$ cat config.mk
export PLATFORM = sky130hd
export DESIGN_NAME = pong_game_controller
export DESIGN_NICKNAME = d
export VERILOG_FILES = /design/src/rtl/pong_pkg.sv /design/src/rtl/pong_score.sv /design/src/rtl/pong_game_controller.sv
export SDC_FILE = /design/constraint.sdc
export NUM_CORES = 1
export LEC_CHECK = 0
export ABC_AREA = 1
export BUFFER_PORTS_ARGS = -buffer_cell sky130_fd_sc_hd__buf_2
export CAP_MARGIN = 20
export CORE_MARGIN = 2
export CORE_UTILIZATION = 35
export CTS_CLUSTER_DIAMETER = 200
export DETAILED_ROUTE_END_ITERATION = 16
export SYNTH_ARGS = -nofsm -noshare
export SYNTH_HDL_FRONTEND = slang
export SYNTH_HIERARCHICAL = 1
export SYNTH_SLANG_ARGS = --single-unit
$ cat constraint.sdc
create_clock -name i_clk -period 2.4 [get_ports i_clk]
set_clock_uncertainty 0.1 [all_clocks]
set_input_delay 0.24 -clock i_clk [delete_from_list [all_inputs] [get_ports i_clk]]
set_output_delay 0.24 -clock i_clk [all_outputs]
set_load 0.005 [all_outputs]
$ cat src/rtl/pong_pkg.sv
// Shared types and constants for the pong game controller: FSM states,
// LED display patterns, winner codes and a ball-position decoder.
package pong_pkg;

    typedef enum logic [2:0] {
        ST_IDLE,
        ST_SERVE_L,
        ST_SERVE_R,
        ST_TO_R,
        ST_TO_L,
        ST_POINT,
        ST_OVER
    } state_t;

    localparam logic [7:0] LED_OFF     = 8'h00;
    localparam logic [7:0] LED_SERVE_L = 8'h80;
    localparam logic [7:0] LED_SERVE_R = 8'h01;
    localparam logic [7:0] LED_POINT   = 8'hFF;
    localparam logic [7:0] LED_WIN_L   = 8'hF0;
    localparam logic [7:0] LED_WIN_R   = 8'h0F;

    localparam logic [1:0] WIN_NONE  = 2'b00;
    localparam logic [1:0] WIN_LEFT  = 2'b10;
    localparam logic [1:0] WIN_RIGHT = 2'b01;

    localparam logic [2:0] POS_LEFT  = 3'd7;
    localparam logic [2:0] POS_RIGHT = 3'd0;

    function automatic logic [7:0] pos_to_leds(input logic [2:0] pos);
        return 8'b0000_0001 << pos;
    endfunction

endpackage

$ cat src/rtl/pong_score.sv
// Per-player point counter: synchronous clear, saturating increment, and a
// registered flag that is high whenever the count equals WIN_SCORE.
module pong_score #(
    parameter int WIN_SCORE = 7
) (
    input  logic       i_clk,
    input  logic       i_rst_n,
    input  logic       i_clr,
    input  logic       i_inc,
    output logic [2:0] o_count,
    output logic       o_win
);

    localparam logic [2:0] WIN_VAL = 3'(WIN_SCORE);

    logic [2:0] r_count;
    logic       r_win;
    logic [2:0] w_count_next;

    always_comb begin
        w_count_next = r_count;
        if (i_clr)
            w_count_next = 3'd0;
        else if (i_inc && (r_count != WIN_VAL))
            w_count_next = r_count + 3'd1;
    end

    // Win flag tracks the next count so it is valid in the same cycle as the count.
    always_ff @(posedge i_clk or negedge i_rst_n) begin
        if (!i_rst_n) begin
            r_count <= 3'd0;
            r_win   <= 1'b0;
        end else begin
            r_count <= w_count_next;
            r_win   <= (w_count_next == WIN_VAL);
        end
    end

    assign o_count = r_count;
    assign o_win   = r_win;

endmodule

$ cat src/rtl/pong_game_controller.sv
// Eight-LED pong: serve/rally/point/game-over FSM with ball position, rally
// speed code and registered display outputs; scores held in two pong_score counters.
module pong_game_controller
    import pong_pkg::*;
#(
    parameter int         WIN_SCORE  = 7,
    parameter logic [3:0] SPEED_INIT = 4'd0,
    parameter logic [3:0] SPEED_MAX  = 4'd15
) (
    input  logic       i_clk,
    input  logic       i_rst_n,
    input  logic       i_tick,
    input  logic       i_btn_l,
    input  logic       i_btn_r,
    input  logic       i_start,
    output logic [3:0] o_speed,
    output logic [7:0] o_leds,
    output logic [2:0] o_score_l,
    output logic [2:0] o_score_r,
    output logic [1:0] o_winner
);

    state_t     r_state;
    logic [2:0] r_pos;
    logic [3:0] r_speed;
    logic [7:0] r_leds;
    logic [1:0] r_winner;
    logic       r_left_scored;

    logic w_clr, w_inc_l, w_inc_r, w_win_l, w_win_r;
    logic w_window_r, w_window_l;

    assign w_window_r = (r_state == ST_TO_R) && (r_pos == POS_RIGHT);
    assign w_window_l = (r_state == ST_TO_L) && (r_pos == POS_LEFT);
    assign w_clr      = i_start && ((r_state == ST_IDLE) || (r_state == ST_OVER));
    // A press in the same cycle as the closing Tick still counts as a hit.
    assign w_inc_l    = w_window_r && i_tick && !i_btn_r;
    assign w_inc_r    = w_window_l && i_tick && !i_btn_l;

    pong_score #(.WIN_SCORE(WIN_SCORE)) u_score_l (
        .i_clk   (i_clk),
        .i_rst_n (i_rst_n),
        .i_clr   (w_clr),
        .i_inc   (w_inc_l),
        .o_count (o_score_l),
        .o_win   (w_win_l)
    );

    pong_score #(.WIN_SCORE(WIN_SCORE)) u_score_r (
        .i_clk   (i_clk),
        .i_rst_n (i_rst_n),
        .i_clr   (w_clr),
        .i_inc   (w_inc_r),
        .o_count (o_score_r),
        .o_win   (w_win_r)
    );

    always_ff @(posedge i_clk or negedge i_rst_n) begin
        if (!i_rst_n) begin
            r_state       <= ST_IDLE;
            r_pos         <= POS_LEFT;
            r_speed       <= SPEED_INIT;
            r_leds        <= LED_OFF;
            r_winner      <= WIN_NONE;
            r_left_scored <= 1'b0;
        end else begin
            case (r_state)
                ST_IDLE, ST_OVER: begin
                    if (i_start) begin
                        r_state  <= ST_SERVE_L;
                        r_pos    <= POS_LEFT;
                        r_speed  <= SPEED_INIT;
                        r_leds   <= LED_SERVE_L;
                        r_winner <= WIN_NONE;
                    end
                end
                ST_SERVE_L: if (i_btn_l) r_state <= ST_TO_R;
                ST_SERVE_R: if (i_btn_r) r_state <= ST_TO_L;
                ST_TO_R: begin
                    if (w_window_r) begin
                        if (i_btn_r) begin
                            r_state <= ST_TO_L;
                            if (r_speed != SPEED_MAX) r_speed <= r_speed + 4'd1;
                        end else if (i_tick) begin
                            r_state       <= ST_POINT;
                            r_leds        <= LED_POINT;
                            r_left_scored <= 1'b1;
                        end
                    end else if (i_tick) begin
                        r_pos  <= r_pos - 3'd1;
                        r_leds <= pos_to_leds(r_pos - 3'd1);
                    end
                end
                ST_TO_L: begin
                    if (w_window_l) begin
                        if (i_btn_l) begin
                            r_state <= ST_TO_R;
                            if (r_speed != SPEED_MAX) r_speed <= r_speed + 4'd1;
                        end else if (i_tick) begin
                            r_state       <= ST_POINT;
                            r_leds        <= LED_POINT;
                            r_left_scored <= 1'b0;
                        end
                    end else if (i_tick) begin
                        r_pos  <= r_pos + 3'd1;
                        r_leds <= pos_to_leds(r_pos + 3'd1);
                    end
                end
                ST_POINT: begin
                    if (i_tick) begin
                        if (w_win_l || w_win_r) begin
                            r_state  <= ST_OVER;
                            r_leds   <= w_win_l ? LED_WIN_L : LED_WIN_R;
                            r_winner <= w_win_l ? WIN_LEFT : WIN_RIGHT;
                        end else begin
                            r_speed <= SPEED_INIT;
                            // The player who lost the point serves next.
                            if (r_left_scored) begin
                                r_state <= ST_SERVE_R;
                                r_pos   <= POS_RIGHT;
                                r_leds  <= LED_SERVE_R;
                            end else begin
                                r_state <= ST_SERVE_L;
                                r_pos   <= POS_LEFT;
                                r_leds  <= LED_SERVE_L;
                            end
                        end
                    end
                end
                default: r_state <= ST_IDLE;
            endcase
        end
    end

    assign o_speed  = r_speed;
    assign o_leds   = r_leds;
    assign o_winner = r_winner;

endmodule

; Yosys cells after proc, flatten, opt, wreduce, memory -nomap -nowiden
; Index checks and enable logic that the tools add are counted.
[classes]
addsub = 5
n_mul = 0
div = 0
order_cmp = 0
n_eq_ne = 32
n_shift = 2
n_mux = 59
bitwise_logic = 0
n_reduce_logical = 25
[ops]
columns = cell, count
row1 = 2-to-1 mux 8 bit, 12
row2 = 2-to-1 mux 3 bit, 22
row3 = 2-to-1 mux 4 bit, 8
row4 = "inequality test 2 bit, second input constant", 16
row5 = case mux 8 bit (4 select lines), 1
row6 = "equality test 3 bit, second input constant", 6
row7 = "inequality test 3 bit, second input constant", 6
row8 = case mux 3 bit (6 select lines), 1
row9 = case mux 4 bit (4 select lines), 1
row10 = AND reduction 8 bit, 2
row11 = "<< shifter 1 x 3 -> 8 bit, first input constant", 2
row12 = AND reduction 7 bit, 2
row13 = case mux 3 bit (4 select lines), 1
row14 = 2-to-1 mux 2 bit, 5
row15 = "adder 3 x 1 -> 3 bit, second input constant", 3
row16 = logical AND 1 bit, 9
row17 = "equality test 3 x 2 -> 1 bit, second input constant", 2
row18 = zero test 3 bit, 2
row19 = 2-to-1 mux 1 bit, 6
row20 = AND reduction 6 bit, 1
row21 = "adder 4 x 1 -> 4 bit, second input constant", 1
row22 = "inequality test 4 bit, second input constant", 1
row23 = case mux 2 bit (2 select lines), 1
row24 = AND reduction 4 bit, 1
row25 = other kinds (8), 11
[totals]
ff_bits = 29
latch_bits = 0
ramBits = 0
mem_bits_ro = 0
out_inout_bits = 20
elab_cells = 133
memories = 0

; Depth between registers and ports, before layout
; Gate-level depths: netlist (run 1).
[depth]
ltp_word = 8
ltp_mapped = 12

; Cells and area by module
; Netlist (run 1), hierarchy kept.
[by_module_without_submodules]
columns = mod, n_inst, cells_per_inst, area_each_um2, seq_area_each_um2
row1 = pong_game_controller, 1, 297, 1889.3, 529.3
row2 = pong_score, 2, 27, 241.5, 100.1

; Least setup slack after synthesis (run 1)
; Ideal clock, no wire load.
[synth_timing]
path_kind = flip-flop to flip-flop
startpoint = register r_pos[0]
endpoint = register u_score_l.r_win, in the netlist u_score_l/o_win
setup_ps = 69
arrival_time_ps = 1857
slack_ps = 374
path_stages_with_launch = 13
n_path_buf = 0
period_less_slack_ps = 2026
cell_sequence = dfstp_2 inv_1 ha_1 inv_1 nor2_1 nand2_2 nor3_1 inv_2 nor2_4 nor2_1 nor2_1 nand2_1 nor2_2
[synth_via]
elab_chain_cells = 8
[synth_lines]
columns = item, line
row1 = start: declaration, pong_game_controller.sv:24  ; logic [2:0] r_pos;
row2 = start signal: assignment, pong_game_controller.sv:90  ; r_pos <= r_pos - 3'd1;
row3 = start signal: assignment, pong_game_controller.sv:105  ; r_pos <= r_pos + 3'd1;
row4 = zero test 3 bit, pong_game_controller.sv:33  ; assign w_window_r = (r_state == ST_TO_R) && (r_pos == POS_RIGHT);
row5 = logical AND 1 bit, pong_game_controller.sv:33
row6 = logical AND 1 bit (2 in series), pong_game_controller.sv:37  ; assign w_inc_l = w_window_r && i_tick && !i_btn_r;
row7 = named net w_inc_l, pong_game_controller.sv:30  ; logic w_clr, w_inc_l, w_inc_r, w_win_l, w_win_r;
row8 = logical AND 1 bit, pong_score.sv:24  ; else if (i_inc && (r_count != WIN_VAL))
row9 = 2-to-1 mux 3 bit, pong_score.sv:24
row10 = 2-to-1 mux 3 bit, pong_score.sv:22  ; if (i_clr)
row11 = equality test 3 bit, pong_score.sv:35  ; r_win <= (w_count_next == WIN_VAL);
row12 = end signal: assignment, pong_score.sv:35
row13 = end: declaration, pong_score.sv:17  ; logic r_win;
; The timed path passes the listed nets, and every way through them passes these cells.
; A chain may end at the register's enable or synchronous reset.

; Final worst setup path (run 1)
[layout_timing]
startpoint = register r_pos[0]
endpoint = register u_score_r.r_win, in the netlist u_score_r/o_win
[layout_via]
elab_chain_cells = 8
[layout_lines]
columns = item, line
row1 = equality test 3 bit, pong_game_controller.sv:34  ; assign w_window_l = (r_state == ST_TO_L) && (r_pos == POS_LEFT);
row2 = logical AND 1 bit, pong_game_controller.sv:34
row3 = logical AND 1 bit (2 in series), pong_game_controller.sv:38  ; assign w_inc_r = w_window_l && i_tick && !i_btn_l;
row4 = named net w_inc_r, pong_game_controller.sv:30
row5 = logical AND 1 bit, pong_score.sv:24
row6 = 2-to-1 mux 3 bit, pong_score.sv:24
row7 = 2-to-1 mux 3 bit, pong_score.sv:22
row8 = named net u_score_r.w_count_next[0], pong_score.sv:18  ; logic [2:0] w_count_next;
row9 = equality test 3 bit, pong_score.sv:35
row10 = end signal: assignment, pong_score.sv:35
row11 = end: declaration, pong_score.sv:17
; The timed path passes the listed nets, and every way through them passes these cells.

==> results of run 1 <==
## worst max-delay path, stage by stage, from the launching register on
cell and delay (ns):
dfstp_2 0.58, ha_1 0.17, ha_1 0.19, nand3_1 0.22, nor3_1 0.24, buf_4 0.17
inv_2 0.04, nor2_4 0.12, nor2_2 0.06, nor2_4 0.11, nand2_2 0.06, nor2_2 0.08
## flip-flops by register name (all words and copies together) (netlist names)
register	flops
o_winner	2
u_score_r/o_win	1
r_pos	3
u_score_l/o_win	1
o_leds	8
r_left_scored	1
o_speed	4
r_state	3
u_score_r/o_count	3
u_score_l/o_count	3
## synth_stat cells (2+ instances only)
library cell / number
nor2_1: 44
nand2_4: 2
nor3_1: 5
o21ai_0: 11
nor2_4: 11
inv_1: 38
nand2_1: 87
inv_2: 4
nand3_1: 53
nand2_2: 12
nor2_2: 15
ha_1: 13
a21oi_1: 5
dfstp_2: 3
buf_4: 2
nand4_1: 5
o21ai_1: 7
dfrtp_1: 26
## routing by layer
layer / wire length (um) / part of all wire [%] / global-route usage [%] / up-vias
met2: 2780 / 47 / 27.9 / 65
met3: 316 / 5.3 / 3.62 / 16
met4: 112 / 1.9 / 4.12 / 0
met1: 2720 / 46 / 23.5 / 1038
met5: 0 / 0 / 0 / -
li1: - / - / - / 1181
## power by group
group	internal [mW]	total (mW)	leakage (nW)	switching (mW)
clock	0.259	0.462	0.0542	0.203
sequential	0.614	0.786	0.383	0.172
combinational	0.545	1.75	1.00	1.20
## worst paths after layout
path	depth (start not counted)	endpoint	slack (ns)	start
max	11	u_score_r/o_win	0.19	r_pos[0]
min	4	r_left_scored	0.26	i_btn_l
max reg2reg	11	u_score_r/o_win	0.19	r_pos[0]
min reg2reg	2	o_leds[2]	0.40	o_leds[2]
max in group asynchronous	2	o_speed[3]	1.32	i_rst_n
min in group asynchronous	2	r_left_scored	0.43	i_rst_n
## cells by family (layout without fill, tap and decap cells)
logic type	count (synthesis)	count (layout)
buffers and inverters	46	78
and+or+nand+nor	237	237
DFF	29	29
xor gates and xnor gates	1	1
adders and majority gates	13	13
AOI/OAI and AO/OA	25	25
## repair_timing
action / CTS / global route
resized for setup: 0 / 2
endpoints found under the hold margin: 26 / 0
endpoints found under the setup margin: 0 / 4
hold buffers: 1 / 0
## cell type report
cell class                      instances  area [um^2]  area share, %
Clock buffer                            7         96.3           3.57
Inverter                               42          158           5.84
Tap cell                               80          100           3.71
Sequential cell                        29          729           27.0
Clock inverter                          1         5.00          0.185
Multi-Input combinational cell        276         1460           54.1
Timing Repair Buffer                   28          150           5.56
==> impl_metrics.py, run 1 <==
metrics = {
    "outcome": {
        "status": "finished clean",
    },
    "worst_setup_path": {
        "cp_max_fo": 6,
        "cp-end-kind": "flop",
        "critPathLaunchType": "flop",
        "path_class": "flop to flop",
        "crit_required_ns": 2.52,
        "arrival_ns": 2.32,
    },
    "timing": {
        "drv_slew": 0,
        "tightest_slew_ns": 0.694,
        "setup_violations": 0,
        "post-route-min-period_ns": 2.21,
        "setup_tns_ns": 0,
        "fin_crit_sh_pct": 91.9,
        "hold_viol_final": 0,
        "fin_ws_ns": 0.194,
        "whs_ns": 0.261,
        "max_slew_margin_pct": 53.8,
        "max_freq_mhz": 453,
        "rsz0062_at_grt": "no",
    },
    "synthesis": {
        "synth_area_leaders": "dfrtp_1, nand2_1, nand3_1",
        "muxShareOfSynthArea_pct": 0,
        "syn_nets": 370,
        "synth-seq-cells": 29,
        "synth-compound-area-share_pct": 5.54,
        "yosys_warnings": 6,
        "synth_edf_count": 0,
        "synth_top_family_by_area": "simple AND/OR/NAND/NOR gates",
        "synthFlopType": "dfrtp_1",
        "synth-simple-area-share_pct": 48.6,
        "syn_area_um2": 2370,
        "syn_inst": 351,
        "ys_seq_area_share_pct": 30.7,
        "synthXorXnorAreaFrac_pct": 0.369,
        "synth_top_area_cell": "dfrtp_1",
        "avgSynthCellArea_um2": 6.76,
        "ys_async_sr_fraction_pct": 100,
        "synth_fa_ha_area_share_pct": 6.86,
        "synth_top_area_share_pct": 27.4,
        "synth_cell_type_count": 26,
    },
    "placement": {
        "post-dp-hpwl_mm": 4.52,
        "port_buffers": 25,
        "dp.cells": 454,
        "pre_cts_ws_ns": 0.0741,
        "place_area_um2": 2580,
        "gp_congestion": 0.908,
    },
    "pwr": {
        "peakVddDrop_uv": 358,
        "p_per_area_nw_per_um2": 1110,
        "p_leak_nw": 1.44,
        "power_mw": 2.99,
    },
    "die": {
        "std_cell_rows": 30,
        "initial_core_util_pct": 35.5,
        "die_width_um": 86.3,
        "io_pins": 26,
        "die_h_um": 86.3,
        "core_area_um2": 6680,
        "dieArea_um2": 7450,
    },
    "clock_tree": {
        "cts_root_buf": "clkbuf_8",
        "path_clk_slew_ns": 0.07,
        "numCtsBuffers": 5,
        "clkSinkCount": 29,
        "cts_htree_levels": 2,
        "insertion_delay_ns": 0.28,
        "cts_setup_buffers": 0,
        "clockBufferDepth": 2,
        "cts_tree": "yes",
    },
    "drt": {
        "drt_first_pass_iters": 6,
        "drt_iter0_markers": 133,
        "drt_wl_total_mm": 5.93,
        "via_per_inst": 4.97,
        "remaining_drc_errors": 0,
        "via_count": 2300,
        "ant_nets": 0,
        "wire_per_inst_um": 12.8,
    },
    "global_routing": {
        "grt_max_degree": 30,
        "grt_pass1_vias": 2173,
        "overflow": 0,
        "grtUsageTotal_pct": 17.2,
        "grt_antenna_before_repair": 0,
        "grt_pass1_wl_mm": 10.3,
    },
    "layout": {
        "final_cell_count_no_fill": 463,
        "post-route-cell-area_um2": 2700,
        "fin_nets": 401,
        "diodes": 0,
        "most-common-layout-cells": "nand2_1, nand3_1, nor2_1",
        "area_growth_pct": 13.9,
        "drive_gt1_share_pct": 22.7,
        "layout_commonest_cell": "nand2_1",
        "final_util_pct": 40.4,
        "fill_cells": 726,
    },
    "worst_hold_path": {
        "worstHoldPathType": "primary input to flop",
    },
    "flow_run": {
        "cap_violations": 0,
    },
}
Note: power is estimated with default switching activity, not from simulation.
==> run 2: changes to the inputs <==
--- a/config.mk
+++ b/config.mk
@@ -6,7 +6,7 @@
 export NUM_CORES = 1
 export LEC_CHECK = 0
 export ABC_AREA = 1
-export BUFFER_PORTS_ARGS = -buffer_cell sky130_fd_sc_hd__buf_2
+export BUFFER_PORTS_ARGS = -buffer_cell sky130_fd_sc_hd__clkbuf_2
 export CAP_MARGIN = 20
 export CORE_MARGIN = 2
 export CORE_UTILIZATION = 35
==> run 2 against run 1 <==
  * Global-route usage decreased by 0.17 points
  * Via count increased by 1.3%
  * Clock power decreased by 11%
  * Fmax decreased by 0.53%
  * Wire length decreased by 1.9%
  * Non-clock buffer count unchanged
  * Final area decreased by 0.56%
  * Combinational power about the same
  * Sequential power about the same
  * Count of clock-buffer cells in the layout decreased by 2
  * Register-to-register slack about the same
  * Largest cell class unchanged
  * Highest routed layer unchanged
==> impl_metrics.py, run 2 (synthesis gave the netlist of run 1 again) <==
metrics = {
    "worst_setup_path": {
        "critPathLaunchType": "flop",
        "crit_required_ns": 2.52,
        "r2r_slack_ns": 0.18,
        "worstReg2RegEnd": "u_score_r/o_win",
        "cp_max_fo": 6,
        "path_class": "flop to flop",
        "reg2reg_from": "r_pos[0]",
        "cp-end-kind": "flop",
        "arrival_ns": 2.34,
        "ff2ff_path_depth": 11,
    },
    "clock_tree": {
        "path_clk_slew_ns": 0.07,
        "insertion_delay_ns": 0.29,
        "numCtsBuffers": 5,
        "cts_setup_buffers": 0,
        "cts_tree": "yes",
        "cts_htree_levels": 2,
        "clkSinkCount": 29,
        "cts_root_buf": "clkbuf_8",
        "clockBufferDepth": 2,
    },
    "layout": {
        "area_growth_pct": 13.2,
        "final_util_pct": 40.2,
        "fin_nets": 401,
        "fill_cells": 728,
        "diodes": 0,
        "layout_commonest_cell": "nand2_1",
        "most-common-layout-cells": "nand2_1, nand3_1, nor2_1",
        "final_cell_count_no_fill": 463,
        "largest_register_ffs": 8,
        "drive_gt1_share_pct": 22.7,
    },
    "pwr": {
        "p_switching_mw": 1.57,
        "internal_power_mw": 1.36,
        "p_seq_share_pct": 26.8,
        "sw_frac_of_total_pct": 53.7,
        "p_per_area_nw_per_um2": 1090,
        "power_mw": 2.93,
        "peakVddDrop_uv": 331,
        "p_comb_share_pct": 59.1,
        "pwr-share-clk_pct": 14.0,
        "p_leak_nw": 1.41,
    },
    "drt": {
        "drt_wl_total_mm": 5.82,
        "via_per_inst": 5.03,
        "via_count": 2330,
        "ant_nets": 0,
        "wire_per_inst_um": 12.6,
        "remaining_drc_errors": 0,
        "drt_iter0_markers": 123,
        "drt_first_pass_iters": 4,
    },
    "timing": {
        "post-route-min-period_ns": 2.22,
        "rsz0062_at_grt": "no",
        "fin_crit_sh_pct": 92.4,
        "hold_viol_final": 0,
        "drv_slew": 0,
        "setup_violations": 0,
        "max_slew_margin_pct": 50.6,
        "setup_tns_ns": 0,
        "whs_ns": 0.260,
        "tightest_slew_ns": 0.741,
        "max_freq_mhz": 451,
    },
    "worst_hold_path": {
        "worstHoldPathCells": 4,
        "hold_start": "i_btn_l",
        "min_to": "r_left_scored",
        "worstHoldPathType": "primary input to flop",
    },
    "placement": {
        "dp.cells": 454,
        "port_buffers": 25,
        "gp_congestion": 0.905,
        "post-dp-hpwl_mm": 4.53,
    },
    "flow_run": {
        "cap_violations": 0,
    },
    "global_routing": {
        "overflow": 0,
        "grt_max_degree": 30,
        "grt_pass1_wl_mm": 10.1,
        "grt_antenna_before_repair": 0,
        "grt_pass1_vias": 2191,
        "grtUsageTotal_pct": 17.0,
    },
    "die": {
        "std_cell_rows": 30,
        "initial_core_util_pct": 35.5,
        "dieArea_um2": 7450,
        "die_h_um": 86.3,
        "die_width_um": 86.3,
        "io_pins": 26,
        "core_area_um2": 6680,
    },
    "outcome": {
        "status": "finished clean",
    },
}
## run 2: changes by cell type in the layout (fill, tap and decap cells not counted)
| cell | previous run | this run |
|---|---|---|
| buf_2 | 25 | 0 |
| clkbuf_2 | 0 | 25 |
| clkbuf_8 | 7 | 5 |
| clkinv_2 | 1 | 2 |
| clkinvlp_4 | 0 | 1 |
## run 2: how the worst max path moves through the flow
| stage | start | slack (ns) | depth (start not counted) | endpoint |
|---|---|---|---|---|
| 3_3_place_gp | r_pos[0] | 0.13 | 12 | u_score_l/o_win |
| 6_report | r_pos[0] | 0.18 | 11 | u_score_r/o_win |
| 2_1_floorplan | r_pos[0] | 0.37 | 12 | u_score_l/o_win |
| 4_1_cts | r_pos[0] | 0.006 | 12 | u_score_l/o_win |
| 3_5_place_dp | r_pos[0] | 0.02 | 12 | u_score_l/o_win |
| 5_1_grt | r_pos[0] | 0.02 | 12 | u_score_l/o_win |
## run 2: metal layers
layer / track usage (%) / routed length (um) / up-vias
li1: - / - / 1187
met1: 21.9 / 2750 / 1090
met2: 29.0 / 2770 / 46
met3: 3.43 / 229 / 7
met4: 4.69 / 66 / 0
met5: 0 / 0 / -
## run 2: worst max-delay path: stages, from the launching register on
cell and delay [ns]:
dfstp_2 0.58, ha_1 0.16, ha_1 0.19, nand3_1 0.22
nor3_1 0.23, buf_4 0.17, inv_2 0.04, nor2_4 0.13
nor2_1 0.06, nor2_1 0.08, nand2_1 0.08, nor2_2 0.12
## run 2: metrics by stage
step	setup WS [ns]	area, um^2
after floorplan	0.374	2370
final	0.182	2690
after global routing	0.0173	2690
after detailed placement	0.0173	2580
after CTS	0.00606	2680
after global placement	0.132	2580
## run 2: power by group through the flow
stage	Combinational (mW)	Sequential [mW]	Clock (mW)
global placement	1.74	0.788	0
CTS	1.74	0.785	0.427
detailed placement	1.74	0.794	0
floorplan	1.40	0.707	0
global route	1.97	0.804	0.442
finish	1.73	0.787	0.411
## run 2: final cells by class
cell class	count	area, um^2	share of cell area (%)
Clock buffer	5	68.8	2.56
Clock inverter	3	17.5	0.652
Inverter	42	158	5.87
Multi-Input combinational cell	276	1460	54.4
Sequential cell	29	729	27.2
Tap cell	80	100	3.73
Timing Repair Buffer	28	150	5.59
## run 2: what timing repair did
| item | CTS | global route |
|---|---|---|
| resized for setup | 0 | 2 |
| endpoints found under the hold margin | 26 | 0 |
| hold buffers | 1 | 0 |
| setup endpoints to repair | 0 | 4 |
==> run 3: changes to the inputs <==
==> constraint.sdc (replaced) <==
create_clock -name i_clk -period 2.15 [get_ports i_clk]
set_clock_uncertainty 0.1 [all_clocks]
set_input_delay 0.215 -clock i_clk [delete_from_list [all_inputs] [get_ports i_clk]]
set_output_delay 0.215 -clock i_clk [all_outputs]
set_load 0.005 [all_outputs]
==> run 3 against run 2 <==
  * Final area rose by 2.4%
  * Combinational power rose by 16%
  * Register-to-register slack got worse by 0.07 ns
  * Power rose by 14%
  * Die area did not move
  * Sequential share of layout area fell by 0.58 points
  * Critical path type unchanged
==> impl_metrics.py, run 3 (synthesis gave the netlist of run 1 again) <==
metrics = {
    "outcome": {
        "status": "finished clean",
    },
    "clock_tree": {
        "insertion_delay_ns": 0.29,
        "cts_htree_levels": 2,
        "numCtsBuffers": 5,
        "cts_setup_buffers": 0,
        "path_clk_slew_ns": 0.07,
        "cts_root_buf": "clkbuf_8",
        "clockBufferDepth": 2,
        "clkSinkCount": 29,
        "cts_tree": "yes",
    },
    "die": {
        "die_width_um": 86.3,
        "initial_core_util_pct": 35.5,
        "dieArea_um2": 7450,
        "die_h_um": 86.3,
        "io_pins": 26,
        "core_area_um2": 6680,
        "std_cell_rows": 30,
    },
    "timing": {
        "drv_slew": 0,
        "max_slew_margin_pct": 48.9,
        "setup_violations": 0,
        "setup_tns_ns": 0,
        "max_freq_mhz": 490,
        "whs_ns": 0.269,
        "post-route-min-period_ns": 2.04,
        "hold_viol_final": 0,
        "tightest_slew_ns": 0.767,
        "fin_crit_sh_pct": 94.9,
    },
    "layout": {
        "drive_gt1_share_pct": 25.4,
        "area_growth_pct": 15.9,
        "largest_register_ffs": 8,
        "most-common-layout-cells": "nand2_1, nand3_1, nor2_1",
        "layout_commonest_cell": "nand2_1",
        "fin_nets": 408,
        "diodes": 0,
    },
    "worst_setup_path": {
        "arrival_ns": 2.17,
        "path_class": "flop to flop",
        "critPathLaunchType": "flop",
        "cp_max_fo": 5,
        "r2r_slack_ns": 0.11,
        "cp-end-kind": "flop",
        "crit_required_ns": 2.28,
    },
    "placement": {
        "port_buffers": 25,
        "post-dp-hpwl_mm": 4.68,
        "gp_congestion": 0.962,
    },
    "worst_hold_path": {
        "worstHoldPathType": "primary input to flop",
    },
    "drt": {
        "remaining_drc_errors": 0,
        "via_per_inst": 5.09,
        "wire_per_inst_um": 12.9,
        "ant_nets": 0,
        "drt_iter0_markers": 83,
        "via_count": 2394,
        "drt_first_pass_iters": 4,
        "drt_wl_total_mm": 6.05,
    },
    "global_routing": {
        "grt_max_degree": 30,
        "grtUsageTotal_pct": 17.6,
        "grt_pass1_vias": 2354,
        "grt_antenna_before_repair": 0,
        "overflow": 0,
        "grt_pass1_wl_mm": 10.5,
    },
    "pwr": {
        "p_leak_nw": 1.44,
        "peakVddDrop_uv": 353,
        "p_per_area_nw_per_um2": 1220,
    },
    "flow_run": {
        "cap_violations": 0,
    },
}
[run 3: repair_timing]
action,in CTS,in global routing
endpoints found under the hold margin,26,0
setup endpoints to repair,0,16
hold buffers,1,0
gates resized for setup,0,7
[run 3: path summary, 6_finish.rpt]
check,cells past startpoint,endpoint,from
setup / recovery,11,u_score_r/o_win,r_pos[1]
hold / removal,4,r_left_scored,i_btn_l
setup reg to reg,11,u_score_r/o_win,r_pos[1]
hold reg to reg,2,o_leds[2],o_leds[2]
max in group asynchronous,2,r_state[2],i_rst_n
min in group asynchronous,2,u_score_l/o_count[2],i_rst_n
[run 3: final cells by class]
type / count / area (um^2)
clock buffers: 5 / 68.8
clock inverters: 3 / 17.5
fillers: 750 / 3930
inverters: 42 / 158
multi-input cells: 276 / 1470
flip-flops and latches: 29 / 731
well taps: 80 / 100
repair buffers: 35 / 203
[run 3: per-layer routing]
layer  vias up  global-route usage, %  wire [um]
li1       1197                      -          -
met1      1104                   22.5       2720
met2        77                   28.8       2810
met3        16                   3.62        377
met4         0                   7.67        144
met5         -                      0          0
[run 3: through the flow]
stage               power (mW)  std cells  worst slack (ns)  utilization [%]  area [um^2]
floorplan                 2.35        351             0.124                -         2370
CTS                       3.35        470            0.0627             40.9         2730
detailed placement        2.87        461             0.101             39.4         2640
global route              3.68        470           -0.0253             41.2         2750
finish                    3.35        470             0.109             41.2         2750
global placement          2.86        461            0.0893             39.4         2640
[run 3: power by group]
group	switching (mW)	internal, mW	leakage [nW]	total, mW
combinational	1.36	0.649	1.02	2.01
clock	0.235	0.223	0.0439	0.458
sequential	0.191	0.688	0.382	0.879
[run 3: worst max-delay path, stage by stage (launching register included)]
cell and delay, ns:
dfstp_2 0.58, ha_1 0.17, ha_2 0.20, nand3_1 0.14, nor3_2 0.16, buf_4 0.16, inv_2 0.04, nor2_4 0.12
nor2_1 0.06, nor2_1 0.08, nand2_1 0.08, nor2_2 0.09
